--- src/rtl/vote_session_ctrl_pkg.sv ---
// Shared types and defaults for the vote session controller.
package vote_session_ctrl_pkg;

  typedef enum logic [1:0] {
    IDLE   = 2'd0,
    OPEN   = 2'd1,
    TALLY  = 2'd2,
    RESULT = 2'd3
  } vote_state_e;

  localparam int DEF_N_VOTERS = 4;
  localparam int DEF_TIMEOUT  = 16;
  localparam int DEF_CNT_W    = 3;

endpackage

--- src/rtl/vote_session_ctrl_tally.sv ---
// Combinational tally of a closed ballot: counts yes/no among voters who voted.
module vote_tally
  import vote_session_ctrl_pkg::*;
#(
  parameter int N_VOTERS = DEF_N_VOTERS,
  parameter int CNT_W    = DEF_CNT_W
) (
  input  logic [N_VOTERS-1:0] ballot,
  input  logic [N_VOTERS-1:0] voted,
  output logic [CNT_W-1:0]    yes_count,
  output logic [CNT_W-1:0]    no_count,
  output logic                pass,
  output logic                tie
);

  function automatic logic [CNT_W-1:0] popcnt(input logic [N_VOTERS-1:0] v);
    logic [CNT_W-1:0] c;
    c = {CNT_W{1'b0}};
    for (int i = 0; i < N_VOTERS; i++) begin
      c = c + CNT_W'(v[i]);
    end
    return c;
  endfunction

  // Count cast yes and no votes; abstainers fall in neither bucket.
  always_comb begin
    yes_count = popcnt(ballot & voted);
    no_count  = popcnt(~ballot & voted);
    pass      = (yes_count > no_count);
    tie       = (yes_count == no_count);
  end

endmodule

--- src/rtl/vote_session_ctrl.sv ---
// Ballot sequencer: opens on start, accepts one vote per voter, closes on full
// turnout or timeout, tallies, and holds the result until acknowledged.
module vote_session_ctrl
  import vote_session_ctrl_pkg::*;
#(
  parameter int N_VOTERS = DEF_N_VOTERS,
  parameter int TIMEOUT  = DEF_TIMEOUT,
  parameter int CNT_W    = DEF_CNT_W
) (
  input  logic                clk,
  input  logic                rst_n,
  input  logic                start,
  input  logic [N_VOTERS-1:0] vote_req,
  input  logic [N_VOTERS-1:0] vote_yes,
  output logic [N_VOTERS-1:0] vote_ack,
  output logic [N_VOTERS-1:0] voted,
  output logic                busy,
  output logic                result_valid,
  output logic                result_pass,
  output logic                result_tie,
  output logic [CNT_W-1:0]    yes_count,
  output logic [CNT_W-1:0]    no_count,
  output logic                timed_out,
  input  logic                result_ack
);

  localparam int TMR_W = $clog2(TIMEOUT + 1);
  localparam logic [TMR_W-1:0] TMR_LAST = TMR_W'(TIMEOUT - 1);

  vote_state_e         state_r, state_next_s;
  logic [N_VOTERS-1:0] ballot_r, voted_r, ack_r;
  logic [TMR_W-1:0]    timer_r;
  logic                busy_r, rv_r, pass_r, tie_r, to_r;
  logic [CNT_W-1:0]    yes_r, no_r;
  logic [N_VOTERS-1:0] accept_s;
  logic                all_voted_s, timer_exp_s;
  logic [CNT_W-1:0]    t_yes_s, t_no_s;
  logic                t_pass_s, t_tie_s;

  vote_tally #(.N_VOTERS(N_VOTERS), .CNT_W(CNT_W)) u_tally (
    .ballot    (ballot_r),
    .voted     (voted_r),
    .yes_count (t_yes_s),
    .no_count  (t_no_s),
    .pass      (t_pass_s),
    .tie       (t_tie_s)
  );

  // Accept mask and close conditions; the exit check sees this cycle's accepts.
  always_comb begin
    accept_s    = {N_VOTERS{1'b0}};
    if (state_r == OPEN) begin
      accept_s = vote_req & ~voted_r;
    end else begin
      accept_s = {N_VOTERS{1'b0}};
    end
    all_voted_s = &(voted_r | accept_s);
    timer_exp_s = (timer_r == TMR_LAST);
  end

  // Next-state decode for the session FSM.
  always_comb begin
    state_next_s = state_r;
    case (state_r)
      IDLE: begin
        if (start) state_next_s = OPEN;
        else       state_next_s = IDLE;
      end
      OPEN: begin
        if (all_voted_s || timer_exp_s) state_next_s = TALLY;
        else                            state_next_s = OPEN;
      end
      TALLY: state_next_s = RESULT;
      RESULT: begin
        if (result_ack) state_next_s = IDLE;
        else            state_next_s = RESULT;
      end
      default: state_next_s = IDLE;
    endcase
  end

  // State register plus busy flag and one-cycle ack pulse.
  always_ff @(posedge clk or negedge rst_n) begin
    if (!rst_n) begin
      state_r <= IDLE;
      busy_r  <= 1'b0;
      ack_r   <= {N_VOTERS{1'b0}};
    end else begin
      state_r <= state_next_s;
      busy_r  <= (state_next_s != IDLE);
      ack_r   <= accept_s;
    end
  end

  // Session datapath: ballot capture, timer, and registered tally result.
  always_ff @(posedge clk or negedge rst_n) begin
    if (!rst_n) begin
      ballot_r <= {N_VOTERS{1'b0}};
      voted_r  <= {N_VOTERS{1'b0}};
      timer_r  <= {TMR_W{1'b0}};
      to_r     <= 1'b0;
      rv_r     <= 1'b0;
      pass_r   <= 1'b0;
      tie_r    <= 1'b0;
      yes_r    <= {CNT_W{1'b0}};
      no_r     <= {CNT_W{1'b0}};
    end else begin
      case (state_r)
        IDLE: begin
          if (start) begin
            ballot_r <= {N_VOTERS{1'b0}};
            voted_r  <= {N_VOTERS{1'b0}};
            timer_r  <= {TMR_W{1'b0}};
            to_r     <= 1'b0;
          end
        end
        OPEN: begin
          voted_r  <= voted_r | accept_s;
          ballot_r <= (ballot_r & ~accept_s) | (vote_yes & accept_s);
          timer_r  <= timer_r + TMR_W'(1);
          if (!all_voted_s && timer_exp_s) to_r <= 1'b1;
        end
        TALLY: begin
          yes_r  <= t_yes_s;
          no_r   <= t_no_s;
          pass_r <= t_pass_s;
          tie_r  <= t_tie_s;
          rv_r   <= 1'b1;
        end
        RESULT: begin
          if (result_ack) rv_r <= 1'b0;
        end
        default: rv_r <= 1'b0;
      endcase
    end
  end

  assign vote_ack     = ack_r;
  assign voted        = voted_r;
  assign busy         = busy_r;
  assign result_valid = rv_r;
  assign result_pass  = pass_r;
  assign result_tie   = tie_r;
  assign yes_count    = yes_r;
  assign no_count     = no_r;
  assign timed_out    = to_r;

endmodule

--- config.mk ---
export PLATFORM = sky130hd
export DESIGN_NAME = vote_session_ctrl
export DESIGN_NICKNAME = d
export VERILOG_FILES = /design/src/rtl/vote_session_ctrl_pkg.sv /design/src/rtl/vote_session_ctrl_tally.sv /design/src/rtl/vote_session_ctrl.sv
export SDC_FILE = /design/constraint.sdc
export NUM_CORES = 1
export LEC_CHECK = 0
export CAP_MARGIN = 20
export CORE_ASPECT_RATIO = 1.4
export CORE_UTILIZATION = 45
export DETAILED_ROUTE_END_ITERATION = 16
export GPL_TIMING_DRIVEN = 1
export HOLD_SLACK_MARGIN = 0.12
export PLACE_DENSITY = 0.72
export SYNTH_ARGS = -nofsm -noshare
export SYNTH_HDL_FRONTEND = slang
export SYNTH_SLANG_ARGS = --single-unit
--- constraint.sdc ---
create_clock -name clk -period 6.3 [get_ports clk]
set_input_delay 0.63 -clock clk [delete_from_list [all_inputs] [get_ports clk]]
set_output_delay 0.63 -clock clk [all_outputs]
set_load 0.02 [all_outputs]
==> impl_metrics.toml <==
[status]
outcome = "finished clean"

[pwr]
vdd_drop_max_mv = 0.278
total_power_mw = 1.05
leakage_nw = 0.878
power_density_nw_per_um2 = 546

[global_routing]
grt_use_total_pct = 17.9
grt_pass1_wl_um = 4550
antenna_found_initial = 0
grt_pass1_vias = 1049
grt_overflow = 0
grt_max_degree = 31

[worst_setup_path]
rr_endpoint = "result_pass"
critPathMaxFanout = 5
r2r_start = "voted[0]"
worstPathArrival_ns = 2.68
critPathRequiredTime_ns = 6.45
r2r_slack_ns = 3.78
critPathLaunchType = "flop"
cp-end-kind = "flop"
ff2ff_path_depth = 9
worstSetupPathType = "flop to flop"

[die]
chipWidth_um = 50.3
die-area_um2 = 3510
initial_core_util_pct = 47.1
rows = 24
design.core.area_um2 = 3120
ios = 31
fp.dieH_um = 69.7

[placement]
dp_cells = 202
portBuffers = 30
place_ws_ns = 3.77
postPlaceCellArea_um2 = 1810
place_congestion = 0.818
place_hpwl_um = 2050

[timing]
min_period_ns = 2.52
hold_viol_final = 0
whs_ns = 0.479
fmax_mhz = 396
rsz0062_at_grt = "false"
slew_viol_final = 0
relSlewSlack_pct = 61.2
tightest_slew_ns = 0.579
setup_viol = 0
min_period_over_period_pct = 40.1
setup_tns_ns = 0
setup_slack_ns = 3.78
fin_worst_skew_ns = 0.00539

[logic_synthesis]
synth_area_leaders = "dfrtp_1 (51%), ha_1 (7.7%), nand2_1 (4.8%), o21ai_0 (4.1%), nor3b_2 (3.4%)"
synthDominantCellAreaShare_pct = 51.0
postSynthCellCount = 136
synth_top_family_by_area = "simple AND/OR/NAND/NOR gates"
ys_warn_count = 0
synth_mux_area_share_pct = 3.57
synth-compound-area-share_pct = 12.4
syn_nets = 159
avgSynthCellArea_um2 = 10.8
ys_seq_area_share_pct = 51.0
yosys.area.top_type = "dfrtp_1"
netlist_area_um2 = 1470
yosys.area_share.simple_pct = 19.2
ys_seq_elements = 30
synth_xor_area_share_pct = 0
synthDistinctLibCells = 31
yosys.area_share.adder_pct = 10.4

[clock_network]
root_buffer = "clkbuf_8"
cts_hold_buf = 0
cts_buffers = 5
post_cts_buffers = 0
clk_latency_ns = 0.29
post_cts_resized = 0
cts.sinks = 30
tritoncts = "done"
path_clk_slew_ns = 0.06
htree_num_levels = 2
clk_path_buf_depth = 2

[flow_run]
drv_cap = 0

[hold_path]
holdPathEnd = "no_count[1]"
hp-class = "flop to flop"
hold_path_startpoint = "no_count[1]"
holdPathStages = 2

[finish]
final_area_um2 = 1920
finalNonFillerCells = 210
syn_to_final_growth_pct = 30.3
antennaDiodeCount = 0
drive_above_1_share_pct = 12.9
layout_common_cells = "dfrtp_1 (30), clkdlybuf4s50_1 (30), nand2_1 (19)"
utilization_pct = 61.4
fillers = 278
layout.nets = 193
regArea_um2 = 751
multi_input_area_um2 = 671

[route]
drtIter0Drc = 19
wl_per_cell_um = 12.8
vias_per_cell = 5.07
vias = 1064
ant_nets = 0
drt-pass1-iter-count = 4
drt_wl_total_um = 2700
drc_errors = 0
[Yosys cell counts (all sizes together)]
| cell type | n |
|---|---|
| or2 | 1 |
| nand2b | 6 |
| nand3 | 3 |
| nand2 | 19 |
| nor3b | 4 |
| o21bai | 1 |
| nor3 | 2 |
| nor4 | 1 |
| o41ai | 1 |
| clkbuf | 2 |
| inv | 8 |
| fa | 2 |
| o311ai | 1 |
| buf | 2 |
| dfrtp | 30 |
| o21a | 1 |
| o31ai | 1 |
| a31oi | 1 |
| and2b | 1 |
| ha | 9 |
| nor2 | 7 |
| a21oi | 4 |
| a21o | 1 |
| mux2i | 3 |
| nor2b | 3 |
| mux2 | 2 |
| o21ai | 12 |
| and2 | 4 |
| a22o | 3 |
| and3 | 1 |
[worst max-delay path by stage]
stage | from | to | slack [ns]
floorplan | voted[0] | result_pass | 3.81
global placement | voted[1] | result_pass | 3.83
detailed placement | voted[0] | result_pass | 3.77
CTS | voted[0] | result_pass | 3.77
global route | voted[1] | result_pass | 3.56
finish | voted[0] | result_pass | 3.78
[report_power, final]
group | switching (mW) | leakage (nW) | internal [mW]
logic | 0.281 | 0.436 | 0.245
registers | 0.0655 | 0.384 | 0.268
clock network | 0.0719 | 0.0579 | 0.116
total | 0.418 | 0.878 | 0.630
[kinds of logic (layout without fill, tap and decap cells)]
| kind of cell | Yosys count | after routing |
|---|---|---|
| buffers and inverters | 12 | 47 |
| multiplexers | 5 | 5 |
| AO/OA/AOI/OAI | 26 | 26 |
| adder cells (fa/ha/maj) | 11 | 11 |
| flip-flops | 30 | 30 |
| AND/OR/NAND/NOR | 52 | 52 |
[per-layer routing]
layer	track usage, %	up-vias	share of wire (%)
li1	-	530	-
met2	27.3	26	50
met5	0	-	0
met4	14.2	0	3.2
met1	21.4	500	42
met3	3.73	8	4.4
[registers in the layout, summed over array words and instances, names as in the netlist]
register,count
timer_r,5
ballot_r,4
vote_ack,4
voted,4
no_count,3
yes_count,3
state_r,2
busy,1
result_pass,1
result_tie,1
result_valid,1
timed_out,1
[final cells by class]
cell class / count / area share [%]
inverter: 8 / 1.57
tap: 39 / 2.55
clock inverter: 3 / 2.09
clock buffer: 5 / 3.59
sequential: 30 / 39.2
multi-input combinational: 94 / 35.0
timing repair buffer: 31 / 16.1
[critical path: stages (launching register included)]
cell and delay [ns]:
dfrtp_1 0.42, and2_1 0.16, ha_1 0.31, fa_1 0.40, ha_1 0.30, ha_1 0.30
nor2b_1 0.14, o21a_1 0.15, o21ai_0 0.12, o21ai_0 0.09
Power figures use the tool's default switching activity.
